[src/rtl/rvga_console_pkg.sv]
// Shared constants and types for the console UART transmitter.
// Holds the MMIO address map, the line-status bit positions and the TX FSM state encoding.
package rvga_console_pkg;

  localparam logic [31:0] rvga_console_thr_addr_gp = 32'h1000_0000;
  localparam logic [31:0] rvga_console_lsr_off_gp  = 32'd5;

  localparam int rvga_console_lsr_nonempty_bit_gp = 0;
  localparam int rvga_console_lsr_not_full_bit_gp = 5;
  localparam int rvga_console_lsr_tx_idle_bit_gp  = 6;

  typedef enum logic [1:0] {
    IDLE  = 2'd0,
    START = 2'd1,
    DATA  = 2'd2,
    STOP  = 2'd3
  } rvga_uart_tx_state_e;

endpackage

[src/rtl/rvga_fifo.sv]
// Small synchronous FIFO with registered status flags.
// The pointers carry one extra wrap bit, so full and empty are told apart without a counter.
module rvga_fifo #(
  parameter int width_p = 8,
  parameter int els_p   = 8
) (
  input  logic               clk_i,
  input  logic               reset_n_i,
  input  logic               push_i,
  input  logic [width_p-1:0] data_i,
  input  logic               pop_i,
  output logic [width_p-1:0] data_o,
  output logic               full_o,
  output logic               empty_o
);

  localparam int addr_w_lp = $clog2(els_p);
  localparam logic [addr_w_lp:0] ptr_one_lp = {{addr_w_lp{1'b0}}, 1'b1};

  logic [addr_w_lp:0] wptr_r;
  logic [addr_w_lp:0] rptr_r;
  logic [width_p-1:0] mem_r [els_p];
  logic               do_push;
  logic               do_pop;

  assign full_o  = (wptr_r[addr_w_lp] != rptr_r[addr_w_lp]) &&
                   (wptr_r[addr_w_lp-1:0] == rptr_r[addr_w_lp-1:0]);
  assign empty_o = (wptr_r == rptr_r);

  assign do_push = push_i & ~full_o;
  assign do_pop  = pop_i & ~empty_o;

  always_ff @(posedge clk_i or negedge reset_n_i) begin
    if (!reset_n_i) begin
      wptr_r <= '0;
      rptr_r <= '0;
    end else begin
      if (do_push) wptr_r <= wptr_r + ptr_one_lp;
      if (do_pop)  rptr_r <= rptr_r + ptr_one_lp;
    end
  end

  // Storage is not reset; the pointers alone define which entries are valid.
  always_ff @(posedge clk_i) begin
    if (do_push) mem_r[wptr_r[addr_w_lp-1:0]] <= data_i;
  end

  assign data_o = mem_r[rptr_r[addr_w_lp-1:0]];

endmodule

[src/rtl/rvga_console_uart_tx.sv]
// Memory-mapped console: byte writes to THR are queued and sent as 8N1 frames on tx_o.
// LSR at THR+5 lets firmware poll for space and idleness instead of stalling on w_ready_o.
module rvga_console_uart_tx
  import rvga_console_pkg::*;
#(
  parameter logic [31:0] base_addr_p    = rvga_console_thr_addr_gp,
  parameter int          fifo_els_p     = 8,
  parameter int          clks_per_bit_p = 16
) (
  input  logic        clk_i,
  input  logic        reset_n_i,
  input  logic [31:0] addr_i,
  input  logic [7:0]  data_i,
  input  logic        w_v_i,
  output logic        w_ready_o,
  input  logic        r_v_i,
  output logic        r_v_o,
  output logic [7:0]  r_data_o,
  output logic        tx_o
);

  localparam int                  cyc_w_lp    = $clog2(clks_per_bit_p);
  localparam logic [cyc_w_lp-1:0] last_cyc_lp = cyc_w_lp'(clks_per_bit_p - 1);
  localparam logic [cyc_w_lp-1:0] cyc_one_lp  = cyc_w_lp'(1);
  localparam logic [31:0]         lsr_addr_lp = base_addr_p + rvga_console_lsr_off_gp;

  logic       fifo_full;
  logic       fifo_empty;
  logic       fifo_push;
  logic       fifo_pop;
  logic [7:0] fifo_data;

  rvga_uart_tx_state_e state_r, state_n;
  logic [cyc_w_lp-1:0] cyc_r, cyc_n;
  logic [2:0]          bit_r, bit_n;
  logic [7:0]          shift_r, shift_n;
  logic [7:0]          lsr;
  logic                tx_idle;

  rvga_fifo #(
    .width_p (8),
    .els_p   (fifo_els_p)
  ) fifo (
    .clk_i     (clk_i),
    .reset_n_i (reset_n_i),
    .push_i    (fifo_push),
    .data_i    (data_i),
    .pop_i     (fifo_pop),
    .data_o    (fifo_data),
    .full_o    (fifo_full),
    .empty_o   (fifo_empty)
  );

  // Ready comes purely from registered FIFO state so it never combinationally loops back to the master.
  assign w_ready_o = ~fifo_full;
  assign fifo_push = w_v_i & ~fifo_full & (addr_i == base_addr_p);

  assign tx_idle = (state_r == IDLE) & fifo_empty;

  always_comb begin
    lsr = 8'h00;
    lsr[rvga_console_lsr_nonempty_bit_gp] = ~fifo_empty;
    lsr[rvga_console_lsr_not_full_bit_gp] = ~fifo_full;
    lsr[rvga_console_lsr_tx_idle_bit_gp]  = tx_idle;
  end

  // Reads are never blocked; the response reflects state before any push in the same cycle.
  always_ff @(posedge clk_i or negedge reset_n_i) begin
    if (!reset_n_i) begin
      r_v_o    <= 1'b0;
      r_data_o <= 8'h00;
    end else begin
      r_v_o <= r_v_i;
      if (r_v_i) r_data_o <= (addr_i == lsr_addr_lp) ? lsr : 8'h00;
    end
  end

  always_ff @(posedge clk_i or negedge reset_n_i) begin
    if (!reset_n_i) begin
      state_r <= IDLE;
      cyc_r   <= '0;
      bit_r   <= '0;
      shift_r <= '0;
    end else begin
      state_r <= state_n;
      cyc_r   <= cyc_n;
      bit_r   <= bit_n;
      shift_r <= shift_n;
    end
  end

  // tx_o is decoded from registered state, so an asynchronous reset forces the line high at once.
  always_comb begin
    state_n  = state_r;
    cyc_n    = cyc_r;
    bit_n    = bit_r;
    shift_n  = shift_r;
    fifo_pop = 1'b0;
    tx_o     = 1'b1;
    unique case (state_r)
      IDLE: begin
        if (!fifo_empty) begin
          fifo_pop = 1'b1;
          shift_n  = fifo_data;
          state_n  = START;
          cyc_n    = '0;
          bit_n    = '0;
        end
      end
      START: begin
        tx_o = 1'b0;
        if (cyc_r == last_cyc_lp) begin
          state_n = DATA;
          cyc_n   = '0;
          bit_n   = '0;
        end else begin
          cyc_n = cyc_r + cyc_one_lp;
        end
      end
      DATA: begin
        tx_o = shift_r[0];
        if (cyc_r == last_cyc_lp) begin
          cyc_n   = '0;
          shift_n = {1'b0, shift_r[7:1]};
          if (bit_r == 3'd7) begin
            state_n = STOP;
            bit_n   = '0;
          end else begin
            bit_n = bit_r + 3'd1;
          end
        end else begin
          cyc_n = cyc_r + cyc_one_lp;
        end
      end
      STOP: begin
        if (cyc_r == last_cyc_lp) begin
          state_n = IDLE;
          cyc_n   = '0;
          bit_n   = '0;
        end else begin
          cyc_n = cyc_r + cyc_one_lp;
        end
      end
      default: begin
        state_n = IDLE;
      end
    endcase
  end

endmodule
[config.mk]
export PLATFORM = sky130hd
export DESIGN_NAME = rvga_console_uart_tx
export DESIGN_NICKNAME = d
export VERILOG_FILES = /design/src/rtl/rvga_console_pkg.sv /design/src/rtl/rvga_fifo.sv /design/src/rtl/rvga_console_uart_tx.sv
export SDC_FILE = /design/constraint.sdc
export NUM_CORES = 1
export LEC_CHECK = 0
export ABC_AREA = 0
export CAP_MARGIN = 20
export CORE_MARGIN = 5
export CORE_UTILIZATION = 55
export DETAILED_ROUTE_END_ITERATION = 7
export MAX_ROUTING_LAYER = met4
export PLACE_DENSITY = 0.85
export SLEW_MARGIN = 20
export SYNTH_ARGS = -nofsm -noshare
export SYNTH_HDL_FRONTEND = slang
export SYNTH_SLANG_ARGS = --single-unit
[constraint.sdc]
create_clock -name clk_i -period 3.8 [get_ports clk_i]
set_clock_uncertainty 0.05 [all_clocks]
set_input_delay 0.76 -clock clk_i [delete_from_list [all_inputs] [get_ports clk_i]]
set_output_delay 0.76 -clock clk_i [all_outputs]
set_load 0.05 [all_outputs]
==> flow_summary.json, run 1 <==
{
  "required_ps": 2990,
  "cts_tree": "done",
  "synthSimpleGateAreaFrac_pct": 9.40,
  "setup_viol": 0,
  "routabilityCongestion": 0.896,
  "place_inst": 411,
  "layout-drive-gt1-share_pct": 14.1,
  "async_reset_ff_share_pct": 31.2,
  "power_density_nw_per_um2": 421,
  "worstPathMaxFanout": 20,
  "dieArea_sq_um": 9120,
  "syn_inst": 266,
  "fp.dieH_microns": 95.5,
  "clock_latency_ps": 370,
  "ios": 55,
  "finalHoldViolCount": 0,
  "diodes": 0,
  "cp-start-kind": "register",
  "fin_ws_ps": 445,
  "nNetsFinal": 377,
  "critPathKind": "register to output port",
  "synth.largest_area_cell": "edfxtp_1",
  "total_power_w": 0.00205,
  "p_leak_nw": 1.79,
  "via_per_inst": 5.66,
  "drtPass1Iterations": 4,
  "synth_adder_area_share_pct": 3.11,
  "vias": 2412,
  "min_path_type": "register to register",
  "timing.reg2reg.setup_slack_ps": 1340,
  "route.detailed.drc": 0,
  "hold_buffers": 0,
  "whs_path_depth": 2,
  "drv_slew": 0,
  "max_freq_ghz": 0.298,
  "grt_pass1_vias": 2473,
  "yosysWarnings": 0,
  "clock-root-buffer": "clkbuf_8",
  "htree_num_levels": 3,
  "clock_sinks": 93,
  "fin_tns_setup_ps": 0,
  "synth-compound-area-share_pct": 5.76,
  "dp_slack_ps": 550,
  "worstMarginPinSlew_ps": 666,
  "syn2layout_area_growth_pct": 21.1,
  "syn_area_sq_um": 4020,
  "yosys-top-cells-area": "edfxtp_1, dfrtp_1, mux4_2",
  "synth_xor_area_share_pct": 2.18,
  "synth_top_family_by_area": "multiplexers",
  "grt_max_degree": 30,
  "synthMuxAreaShare_pct": 10.0,
  "wl_per_cell_microns": 20.0,
  "grt-ovfl-total": 0,
  "synth-seq-cells": 93,
  "arrival_ps": 2550,
  "synth_cell_type_count": 40,
  "vdd_ir_drop_max_v": 0.000345,
  "coreArea_sq_um": 7180,
  "drt_iter0_drc": 130,
  "r2r_end": "fifo.mem_r[4][2]",
  "yosysSeqAreaShare_pct": 65.8,
  "cts_made_buffers": 9,
  "status": "completed",
  "clk_pin_slew_ps": 90,
  "hp-start": "shift_r[4]",
  "cts_setup_buffers": 0,
  "min_period_over_period_pct": 88.3,
  "cap_viol_max_count": 0,
  "die_width_microns": 95.5,
  "initial_core_util_pct": 56.0,
  "worst_hold_slack_ps": 428,
  "hold_end": "shift_r[4]",
  "r2r-start": "fifo.rptr_r[0]",
  "synth_edf_count": 64,
  "min_period_ps": 3360,
  "synth_area_per_cell_sq_um": 15.1,
  "wl_mm": 8.51,
  "layout.cells.non_filler": 426,
  "grt_first_pass_wirelength_mm": 13.7,
  "grtUsageTotal_pct": 21.9,
  "post-dp-hpwl_mm": 6.20,
  "cp-end-kind": "output port",
  "max_slew_margin_pct": 55.6,
  "rsz0062_at_grt": "no",
  "synth_ff_type": "edfxtp_1",
  "ff2ff_path_depth": 6,
  "numPortBuffers": 49,
  "yosysTopAreaCellShare_pct": 47.8,
  "grt_antenna_before_repair": 0,
  "cts_resized": 0,
  "rows": 31,
  "postRouteAntennaNets": 0,
  "cts.path.max_buffers": 2
}
## metrics by stage
stage | util, % | instance area [sq um]
6_report | 67.9 | 4870
5_1_grt | 67.9 | 4870
4_1_cts | 67.9 | 4870
3_5_place_dp | 64.5 | 4630
3_3_place_gp | 64.5 | 4630
2_1_floorplan | - | 4040
## cells in the mapped netlist (2+ instances only)
| cell type | count |
|---|---|
| nand3_1 | 3 |
| buf_2 | 4 |
| nor4_1 | 14 |
| nand4_1 | 6 |
| o22ai_1 | 3 |
| clkbuf_1 | 5 |
| o31ai_1 | 3 |
| xor2_1 | 4 |
| inv_1 | 12 |
| nand3b_1 | 3 |
| o221ai_1 | 7 |
| edfxtp_1 | 64 |
| nand2b_1 | 8 |
| ha_1 | 10 |
| xnor2_1 | 6 |
| mux4_2 | 14 |
| nand2_1 | 24 |
| o21ai_0 | 14 |
| nor2_1 | 6 |
| mux4_1 | 2 |
| dfrtp_1 | 29 |
| buf_4 | 6 |
| nor3_1 | 2 |
## how the worst max path moves through the flow
stage                              start               end  slack, ps  cells past startpoint
after floorplan           fifo.wptr_r[0]  fifo.mem_r[0][0]        820                      6
after global placement         addr_i[1]  fifo.mem_r[5][4]        750                      7
after detailed placement      addr_i[26]  fifo.mem_r[4][5]        550                      7
after CTS                     state_r[0]              tx_o        410                      5
after global routing          state_r[0]              tx_o        280                      5
final                         state_r[0]              tx_o        440                      5
## report_power, final
group	switching, W	total [W]	internal (W)
logic	0.0000579	0.000122	0.0000641
clock network	0.000354	0.000795	0.000441
registers	0.0000169	0.00113	0.00112
## placed cells by master, fill, tap and decap left out, types with 4 or more instances in the layout
master	count
buf_4	10
clkbuf_8	9
clkdlybuf4s50_1	49
conb_1	5
dfrtp_1	29
edfxtp_1	64
ha_1	10
inv_1	12
mux4_2	14
nand2_1	24
nand2b_1	8
nand4_1	6
nor2_1	6
nor4_1	14
o21ai_0	14
o221ai_1	7
xnor2_1	6
xor2_1	4
## metal layers
layer / track usage, % / vias up / wire length [microns] / share of wire (%)
met3: 5.45 / 15 / 516 / 6.1
li1: - / 1124 / - / -
met5: - / - / 0 / 0
met1: 28.7 / 1187 / 3570 / 42
met4: 9.60 / 0 / 184 / 2.2
met2: 32.8 / 86 / 4240 / 50
## cells by family (layout without fill, tap and decap cells)
kind of cell | count (synthesis) | count (layout)
AOI/OAI and AO/OA | 33 | 33
xor gates and xnor gates | 10 | 10
adders and majority gates | 10 | 10
buffers and inverters | 29 | 86
DFF | 93 | 93
muxes | 19 | 19
other | 1 | 5
and+or+nand+nor | 71 | 71
## critical path, cell delays in order (launching register included)
cell and delay (ps):
dfrtp_1 420, inv_1 110, ha_1 590, nand2_1 130
o21ai_0 100, clkdlybuf4s50_1 820
## area by class of cell
class	count	area, sq um
Clock inverter	6	119
Inverter	12	45.0
Fill cell	480	2310
Multi-Input combinational cell	148	1240
Sequential cell	93	2650
Clock buffer	9	124
Tap cell	99	124
Timing Repair Buffer	59	566
## flip-flops by register name (all words and copies together) (netlist names)
name,cells
fifo.mem_r,64
shift_r,8
cyc_r,4
fifo.rptr_r,4
fifo.wptr_r,4
bit_r,3
r_data_o,3
state_r,2
r_v_o,1
Power figures use the tool's default switching activity.
==> run 2: changes to the inputs <==
- PLACE_DENSITY: 0.85 -> 0.81
==> flow_summary.json, run 2 (same netlist as run 1, synthesis figures left out) <==
{
  "crit_path_start": "state_r[0]",
  "final_common_cell": "edfxtp_1",
  "coreArea_sq_um": 7180,
  "wl_mm": 7.94,
  "route.detailed.drc": 0,
  "critical_path.max_stage_delay_ps": 820,
  "fin_ws_ps": 474,
  "status": "completed",
  "hp-start": "shift_r[7]",
  "dieArea_sq_um": 9120,
  "syn2layout_area_growth_pct": 20.0,
  "vias": 2399,
  "layout_common_cells": "edfxtp_1, clkdlybuf4s50_1, dfrtp_1, nand2_1",
  "cts_made_buffers": 9,
  "arrival_ps": 2520,
  "rows": 31,
  "min_path_type": "register to register",
  "drv_slew": 0,
  "finalHoldViolCount": 0,
  "layout-drive-gt1-share_pct": 14.6,
  "p_leak_nw": 1.77,
  "critPathKind": "register to output port",
  "drtPass1Iterations": 4,
  "path_delay_family": "buffers and inverters",
  "grt-ovfl-total": 0,
  "routabilityCongestion": 0.806,
  "grt_first_pass_wirelength_mm": 13.2,
  "dp_slack_ps": 720,
  "worstPathMaxFanout": 20,
  "timing.reg2reg.setup_slack_ps": 1510,
  "crit_buf_inv": 2,
  "hold_buffers": 0,
  "wl_per_cell_microns": 18.6,
  "cts_tree": "done",
  "path_cells": "inv_1 > ha_1 > nand2_1 > o21ai_0 > clkdlybuf4s50_1",
  "required_ps": 2990,
  "cts_resized": 0,
  "min_period_ps": 3330,
  "nNetsFinal": 378,
  "grtUsageTotal_pct": 20.2,
  "fin_tns_setup_ps": 0,
  "r2r-start": "fifo.rptr_r[0]",
  "ios": 55,
  "via_per_inst": 5.61,
  "fin_util_pct": 67.2,
  "rsz0062_at_grt": "no",
  "cp-start-kind": "register",
  "diodes": 0,
  "power_density_nw_per_um2": 390,
  "worstMarginPinSlew_ps": 650,
  "max_slew_margin_pct": 56.7,
  "cp-end-kind": "output port",
  "grt_pass1_vias": 2559,
  "clock-root-buffer": "clkbuf_8",
  "largest_reg_flops": 64,
  "drt_iter0_drc": 184,
  "crit_path_top_delay_cell": "clkdlybuf4s50_1",
  "fp.dieH_microns": 95.5,
  "clk_pin_slew_ps": 90,
  "numPortBuffers": 49,
  "min_period_over_period_pct": 87.5,
  "initial_core_util_pct": 56.0,
  "cts_setup_buffers": 0,
  "htree_num_levels": 3,
  "grt_antenna_before_repair": 0,
  "vdd_ir_drop_max_v": 0.000280,
  "clock_sinks": 93,
  "die_width_microns": 95.5,
  "grt_max_degree": 30,
  "setup_viol": 0,
  "max_freq_ghz": 0.301,
  "fill_cells": 506,
  "clock_latency_ps": 360,
  "cts.path.max_buffers": 2,
  "cap_viol_max_count": 0,
  "post-dp-hpwl_mm": 5.74,
  "postRouteAntennaNets": 0
}
-- run 2: changes by cell type in the layout (fill, tap and decap cells not counted), sizes merged --
| cell | change |
|---|---|
| buf | +1 |
| inv | +2 |
| clkinv | +2 |
| bufinv | -3 |
-- run 2: area by class of cell --
type                            count  area (sq um)  area share, %
Sequential cell                    93          2650           54.9
Clock buffer                        9           124           2.57
Multi-Input combinational cell    148          1240           25.8
Timing Repair Buffer               60           573           11.9
Tap cell                           99           124           2.57
Inverter                           12          45.0          0.934
Clock inverter                      7          66.3           1.37
-- run 2: worst reg2reg max path: cells and delay by family, from the launching register on --
family / cells / cell delay [ps]
flip-flops: 1 / 580
AND/OR/NAND/NOR: 4 / 840
XOR/XNOR: 1 / 290
buffers and inverters: 1 / 260
-- run 2: worst paths after layout --
path | cells past startpoint | to
min in group asynchronous | 2 | r_data_o[6]
worst max register to register | 6 | fifo.mem_r[0][0]
worst min-delay path | 2 | shift_r[7]
worst max-delay path | 5 | tx_o
worst min register to register | 2 | shift_r[7]
max in group asynchronous | 2 | shift_r[1]
-- run 2: routing by layer --
metal,wire length (microns),global-route usage [%],vias to the layer above,share of wire [%]
met5,0,-,-,0
met4,86,7.35,0,1.1
met3,410,3.39,10,5.2
met2,4070,32.4,72,51
met1,3380,26.4,1188,43
li1,-,-,1129,-
-- run 2: report_power, final --
part	internal [W]	switching, W
Sequential	0.00112	0.0000167
Combinational	0.0000641	0.0000561
Clock	0.000255	0.000372
-- run 2: per-stage QoR --
step	power [W]	area [sq um]	hold WS, ps	cells
global placement	0.00127	4630	405	412
floorplan	0.00121	4040	390	270
finish	0.00188	4820	431	428
global route	0.00196	4820	449	428
detailed placement	0.00128	4630	416	412
CTS	0.00189	4820	436	428
==> run 3: changes to the inputs <==
- CORE_UTILIZATION: 55 -> 50
- PLACE_DENSITY: 0.81 -> 0.77
- SYNTH_HIERARCHICAL: unset -> 1
- clock period: 3.8 -> 2.7 ns (I/O delays scaled with it)
==> flow_summary.json, run 3 <==
{
  "via_per_inst": 5.45,
  "r2r_end": "fifo/mem_r[5][1]",
  "synth_area_per_cell_sq_um": 16.0,
  "arrival_ps": 1840,
  "grt-ovfl-total": 0,
  "htree_num_levels": 3,
  "cts_setup_buffers": 0,
  "max_freq_ghz": 0.412,
  "syn2layout_area_growth_pct": 23.6,
  "required_ps": 2110,
  "whs_path_depth": 2,
  "vias": 2473,
  "yosysTopAreaCellShare_pct": 44.3,
  "swShare_pct": 24.1,
  "drtPass1Iterations": 4,
  "layout_common_cells": "edfxtp_1, clkdlybuf4s50_1, dfrtp_1, buf_4, nor2_1",
  "min_path_type": "register to register",
  "coreArea_sq_um": 8590,
  "dieArea_sq_um": 10600,
  "routabilityCongestion": 0.831,
  "worst_hold_slack_ps": 453,
  "wl_mm": 7.90,
  "cts.path.max_buffers": 2,
  "synth_most_common_cell": "edfxtp_1",
  "drt_iter0_drc": 96,
  "ios": 55,
  "synth.largest_area_cell": "edfxtp_1",
  "p_leak_nw": 1.97,
  "clock_latency_ps": 370,
  "timing.reg2reg.setup_slack_ps": 290,
  "clock_sinks": 93,
  "synth_cell_type_count": 51,
  "seq_power_share_pct": 59.2,
  "layout-drive-gt1-share_pct": 24.6,
  "post-dp-hpwl_mm": 5.73,
  "largest_reg_flops": 64,
  "drv_slew": 0,
  "p_int_w": 0.00197,
  "rows": 34,
  "hp-start": "bit_r[1]",
  "setup_viol": 0,
  "min_period_ps": 2430,
  "power.switching_w": 0.000626,
  "grtUsageTotal_pct": 16.9,
  "grt_antenna_before_repair": 0,
  "critPathKind": "register to output port",
  "synth-seq-cells": 93,
  "worstMarginPinSlew_ps": 634,
  "layout.cells.non_filler": 454,
  "cp-start-kind": "register",
  "finalHoldViolCount": 0,
  "hold_buffers": 0,
  "cp-end-kind": "output port",
  "power_density_nw_per_um2": 484,
  "max_slew_margin_pct": 57.6,
  "initial_core_util_pct": 50.5,
  "r2r-start": "fifo/wptr_r[3]",
  "cts_resized": 0,
  "synth_ff_type": "edfxtp_1",
  "numPortBuffers": 49,
  "yosysSeqAreaShare_pct": 61.0,
  "final_common_cell": "edfxtp_1",
  "cts_tree": "done",
  "hold_end": "bit_r[1]",
  "min_period_over_period_pct": 89.9,
  "cts_made_buffers": 9,
  "place_inst": 438,
  "die_width_microns": 103,
  "p_comb_share_pct": 4.5,
  "postRouteAntennaNets": 0,
  "synth_edf_count": 64,
  "route.detailed.drc": 0,
  "clock-root-buffer": "clkbuf_8",
  "wl_per_cell_microns": 17.4,
  "syn_area_sq_um": 4340,
  "worstPathMaxFanout": 7,
  "vdd_ir_drop_max_v": 0.000367,
  "crit_path_start": "state_r[0]",
  "synthTopCellsByCount": "edfxtp_1, dfrtp_1, nor2_1, nand2_1, nor4_1",
  "status": "completed",
  "cap_viol_max_count": 0,
  "fin_tns_setup_ps": 0,
  "fp.dieH_microns": 103,
  "yosys-top-cells-area": "edfxtp_1, dfrtp_1, mux4_1",
  "async_reset_ff_share_pct": 31.2,
  "nNetsFinal": 395,
  "grt_first_pass_wirelength_mm": 13.0,
  "rsz0062_at_grt": "no",
  "ff2ff_path_depth": 9,
  "diodes": 0,
  "syn_inst": 272,
  "grt_max_degree": 30,
  "p_clk_share_pct": 36.4,
  "grt_pass1_vias": 2571,
  "clk_pin_slew_ps": 100,
  "yosysWarnings": 6
}
run 3: cell types whose count changed after synthesis, moves of 4 or more:
cell and change:
mux2_4 +7, mux2i_1 +7, nor4b_1 +5, inv_1 -4, nand2_1 -12, nand2b_1 -7
o221ai_1 -7, mux4_2 -7, buf_6 +4, o21ai_0 -7, clkbuf_1 -4, nor2_1 +7
a21oi_1 +5, mux4_1 +7
run 3: cell families (layout without fill, tap and decap cells):
group	Yosys count	in the layout	synth area share [%]
XOR/XNOR	12	12	2.77
buffers and inverters	25	95	4.09
AO/OA/AOI/OAI	33	33	6.17
other	1	5	0.0864
AND/OR/NAND/NOR	62	62	8.30
multiplexers	36	36	14.7
flip-flops	93	93	61.0
adder cells (fa/ha/maj)	10	10	2.88
run 3: critical path, cell delays in order (launching register included):
cell,delay (ps)
dfrtp_1,420
inv_1,110
ha_1,380
mux2i_1,370
buf_12,180
run 3: metal layers:
metal	part of all wire [%]	up-vias	global-route usage (%)	wire length [microns]
li1	-	1188	-	-
met1	45	1232	20.8	3570
met2	50	40	27.6	3980
met3	2.8	13	3.96	219
met4	1.7	0	5.68	133
met5	0	-	-	0
run 3: layout make-up:
cell class | instances | area (sq um)
Fill cell | 639 | 3230
Sequential cell | 93 | 2650
Multi-Input combinational cell | 158 | 1660
Timing Repair Buffer | 71 | 676
Tap cell | 108 | 135
Clock buffer | 9 | 124
Clock inverter | 7 | 88.8
Inverter | 8 | 32.5
run 3: worst max-delay path by stage:
stage	slack (ps)	depth (start not counted)	end
finish	270	4	tx_o
global route	120	4	tx_o
CTS	240	4	tx_o
detailed placement	-110	8	fifo/mem_r[5][5]
global placement	-80	8	fifo/mem_r[5][6]
floorplan	-10	8	fifo/mem_r[7][0]
run 3: power by group through the flow:
| stage | Clock [W] | Combinational, W | Sequential, W |
|---|---|---|---|
| after floorplan | 0 | 0.0000308 | 0.00157 |
| after global placement | 0 | 0.000113 | 0.00157 |
| after detailed placement | 0 | 0.000117 | 0.00157 |
| after CTS | 0.000973 | 0.000117 | 0.00154 |
| after global routing | 0.00104 | 0.000125 | 0.00154 |
| final | 0.000943 | 0.000116 | 0.00154 |
run 3: stage by stage:
| stage | area [sq um] | setup WS (ps) | utilization, % | power (W) |
|---|---|---|---|---|
| final | 5370 | 272 | 62.4 | 0.00259 |
| after global routing | 5370 | 122 | 62.4 | 0.00270 |
| after CTS | 5370 | 238 | 62.4 | 0.00263 |
| after detailed placement | 5150 | -112 | 60.0 | 0.00168 |
| after global placement | 5150 | -76.1 | 60.0 | 0.00168 |
| after floorplan | 4490 | -9.71 | - | 0.00160 |
==> variant 1: new RTL, settings of run 1 <==
The 4 states of `rvga_uart_tx_state_e` get a one-hot encoding in 4 bits.
--- a/src/rtl/rvga_console_pkg.sv
+++ b/src/rtl/rvga_console_pkg.sv
@@ -9,11 +9,11 @@
   localparam int rvga_console_lsr_not_full_bit_gp = 5;
   localparam int rvga_console_lsr_tx_idle_bit_gp  = 6;
 
-  typedef enum logic [1:0] {
-    IDLE  = 2'd0,
-    START = 2'd1,
-    DATA  = 2'd2,
-    STOP  = 2'd3
+  typedef enum logic [3:0] {
+    IDLE  = 4'b0001,
+    START = 4'b0010,
+    DATA  = 4'b0100,
+    STOP  = 4'b1000
   } rvga_uart_tx_state_e;
 
 endpackage
Behaviour: no difference found for any inputs over 10 cycles, from zero or initial values and one cycle with reset_n_i low; not proved beyond that.
==> variant 1 against run 1 <==
Core utilization down 2.2 points; first-iteration DRC count rose by 28%; clock power down 16%; wire length down 8.6%; critical path type unchanged; power decreased by 3.8%; sequential cell count grew 2; largest power group unchanged; setup slack better by 0.22 ns; synthesized area up 6.0%; final cell count rose by 3.5%; via count grew 1.7%; sequential share of layout area decreased by 0.66 points; design area rose by 3.2%.
==> variant 1: results (changes against run 1) <==
run status=complete, no violations; critical path peak fanout=13 (-35%); fillcell total=516 (+7.5%); ys async rst share=0.326 (+0.0145); Synth top cells by count=64 x edfxtp_1, 30 x dfrtp_1, 22 x nand2_1, 11 x o21ai_0; Seq/Total Area, Yosys=0.633 (-0.0254); DRT iter0 DRCs=166 (+28%); largest net degree at the start of global routing=32 (+6.7%); post-synth cell types=52 (+30%); Routed WL=7780 um (-8.6%); Critical Path Sink=w_ready_o; hold wc startpoint=shift_r[5]; r2r setup slk=1.45 ns (+0.11 ns); # nets final=383 (+1.6%); vias=2453 (+1.7%); global-route wire length before repair=12800 um (-6.6%); routability-driven placement congestion ratio=0.718 (-20%); worst slew pin tran=0.602 ns (-0.0643 ns); maximum vdd drop=306 uV (-11%); HP Class=flop to flop; worst r2r src=fifo.rptr_r[1]; Worst-path clk slew=0.10 ns; leading post-synthesis cells by cell area=edfxtp_1 45%, dfrtp_1 18%, mux4_1 4.9%; reg2reg end=fifo.mem_r[1][7]; WHS Endpoint=shift_r[5]; post-DP HPWL=5600 um (-9.7%); final hold slack=0.439 ns (+0.0109 ns); Clock Root Buffer=clkbuf_8; Leak=1.92 nW (+7.7%)
==> variant 1: cell count changes after synthesis, sizes merged, moves of 4 or more <==
cell           run 1  this run
a21o               0         6
and3               0         4
buf               12        16
ha                10         5
inv               12         6
mux2i              1         8
nand2b             8         1
nor2               6        10
nor3               2         6
nor3b              1         5
nor4              14         8
o21ai             16        20
o221ai             7         0
==> variant 1: critical path: cells and delay by family, from the launching register on <==
kind          cells  cell delay [ns]
buf+inv           1             0.82
flops             1             0.74
xor+xnor          1             0.25
simple gates      1             0.14
==> variant 1: power by group <==
part / switching (W) / total [W] / leakage (nW) / internal (W)
registers: 0.0000284 / 0.00117 / 1.00 / 0.00115
logic: 0.0000680 / 0.000135 / 0.816 / 0.0000668
clock network: 0.000402 / 0.000666 / 0.104 / 0.000264
==> variant 1: area by class of cell <==
class                      instances  share of cell area
tap                              102              0.0254
sequential                        95               0.537
clock inverter                     7              0.0162
inverter                           6             0.00448
multi-input combinational        163               0.280
clock buffer                       9              0.0247
timing repair buffer              59               0.113
==> variant 1: through the flow <==
step	std cells	util	power (W)	area, um2	setup slack, ns
after floorplan	283	-	0.00126	4280	0.946
after global placement	425	0.630	0.00132	4820	1.02
after detailed placement	425	0.630	0.00133	4820	0.810
after CTS	441	0.657	0.00199	5020	0.662
after global routing	441	0.657	0.00207	5020	0.572
final	441	0.657	0.00197	5020	0.669
==> variant 1: cell families after synthesis <==
group / share of synthesized area
mux: 0.118
flops: 0.633
xor+xnor: 0.0282
compound gates: 0.0596
buf+inv: 0.0411
simple gates: 0.104
other cells: 0.000879
fa+ha+maj: 0.0147
==> variant 1: metal layers <==
layer,up-vias,global-route usage,share of wire
met5,-,-,0
met2,46,0.279,0.52
li1,1175,-,-
met4,0,0.0596,0.011
met1,1225,0.230,0.43
met3,7,0.0386,0.038
==> variant 2: new RTL, flow settings as in run 1 <==
Without the edit above. Change the parameter `clks_per_bit_p` from 16 to 8.
--- a/src/rtl/rvga_console_uart_tx.sv
+++ b/src/rtl/rvga_console_uart_tx.sv
@@ -5,7 +5,7 @@
 #(
   parameter logic [31:0] base_addr_p    = rvga_console_thr_addr_gp,
   parameter int          fifo_els_p     = 8,
-  parameter int          clks_per_bit_p = 16
+  parameter int          clks_per_bit_p = 8
 ) (
   input  logic        clk_i,
   input  logic        reset_n_i,
Behaviour: no difference found for any inputs over 10 cycles, from zero or initial values and one cycle with reset_n_i low; that may be too few to reach the edited logic, so the function may still have changed.
==> variant 2 against run 1 <==
Sequential share of layout area up 0.17 points; wire length shrank 9.6%; design area shrank 1.3%; sequential cell count shrank 1; setup slack better by 0.21 ns; first-iteration DRC count is 38% higher; power down 6.6%; via count shrank 2.7%; critical path depth shrank 1; clock power down 16%; synthesized area fell by 0.90%; worst hold slack better by 0.0066 ns.
==> variant 2: results (changes against run 1) <==
# nets final=376 (-0.27%); clock latency at the later pin of the worst-skew pair=0.35 ns (-0.02 ns); largest net degree at the start of global routing=29 (-3.3%); post-DP HPWL=5530 um (-11%); Cell Area, Placed=0.00460 mm2 (-0.54%); dpl cells=409 (-0.49%); WHS Endpoint=shift_r[2]; Rel. slew slack=0.630 (+0.0736); top cell type's share of synthesized area=0.482 (+0.00435); hold wc startpoint=shift_r[2]; r2r setup slk=1.45 ns (+0.11 ns); Critical Path AT=2.33 ns (-0.22 ns); Adder-Cell Fraction of Synth Area=0.0345 (+0.00342); GR Util All Layers=0.198 (-0.0213); reg2reg end=fifo.mem_r[3][3]; pre-CTS WS=0.695 ns (+0.145 ns); Worst-path clk slew=0.09 ns (about the same); main flop type after synthesis=edfxtp_1; vias in the first global route=2404 (-2.8%); critical path peak fanout=10 (-50%); fillcell total=500 (+4.2%); setup TNS=0 ns (unchanged); run status=complete, no violations; DRT iter0 DRCs=179 (+38%); DRT Pass-1 Iters=4 (unchanged); Leak=1.75 nW (-2.0%); Mapped Avg Cell Area=15.2 um2 (+0.61%); final hold slack=0.435 ns (+0.00660 ns); Port Buf Inserts=49 (unchanged); Synth Area in Compound Gates=0.0600 (+0.00241); Clock Root Buffer=clkbuf_8; xor and xnor area share after synthesis=0.0220 (+0.000198); ys async rst share=0.304 (-0.00748); Routed WL=7700 um (-9.6%); Synth top cells by count=64 x edfxtp_1, 28 x dfrtp_1, 19 x nand2_1, 16 x o21ai_0; routability-driven placement congestion ratio=0.822 (-8.2%); leading post-synthesis cells by cell area=edfxtp_1 48%, dfrtp_1 18%, mux4_2 8.5%; layout cell share with drive strength beyond 1=0.160 (+0.0188); initial antenna violation count=0 (unchanged); DR vias/cell=5.52 (-2.5%); maximum vdd drop=250 uV (-27%); mux share of post-synthesis cell area=0.0995 (-0.000969); vias=2346 (-2.7%); HP Class=flop to flop; Seq/Total Area, Yosys=0.658 (about the same); post-synth cell types=39 (-2.5%); global-route wire length before repair=12600 um (-7.6%)
variant 2: worst max-delay path: stages (launching register included):
cell and delay (ns):
dfrtp_1 0.61, xor2_1 0.28, nor3_1 0.08, nand2_1 0.17, clkdlybuf4s50_1 0.85
variant 2: where the power goes:
part           internal, W  switching [W]
clock             0.000328       0.000343
sequential         0.00111      0.0000175
combinational    0.0000635      0.0000566
total              0.00150       0.000417
variant 2: per-layer routing:
layer	GRT usage	part of all wire	vias to the layer above
met3	0.0363	0.043	17
met4	0.0950	0.027	0
met5	-	0	-
li1	-	-	1113
met1	0.238	0.40	1141
met2	0.324	0.53	75
variant 2: worst max path at each step:
| stage | to | from | slack [ns] |
|---|---|---|---|
| after floorplan | fifo.mem_r[0][0] | fifo.wptr_r[0] | 0.82 |
| after global placement | fifo.mem_r[3][4] | addr_i[26] | 0.75 |
| final | w_ready_o | fifo.rptr_r[0] | 0.66 |
| after CTS | w_ready_o | fifo.rptr_r[2] | 0.64 |
| after detailed placement | fifo.mem_r[3][6] | addr_i[26] | 0.69 |
| after global routing | w_ready_o | fifo.rptr_r[0] | 0.54 |
variant 2: area by class of cell:
| class | instances | area (um2) | share of cell area |
|---|---|---|---|
| Clock inverter | 6 | 68.8 | 0.0143 |
| Multi-Input combinational cell | 144 | 1230 | 0.255 |
| Clock buffer | 10 | 138 | 0.0286 |
| Inverter | 13 | 48.8 | 0.0101 |
| Timing Repair Buffer | 61 | 581 | 0.121 |
| Tap cell | 99 | 124 | 0.0258 |
| Sequential cell | 92 | 2620 | 0.545 |
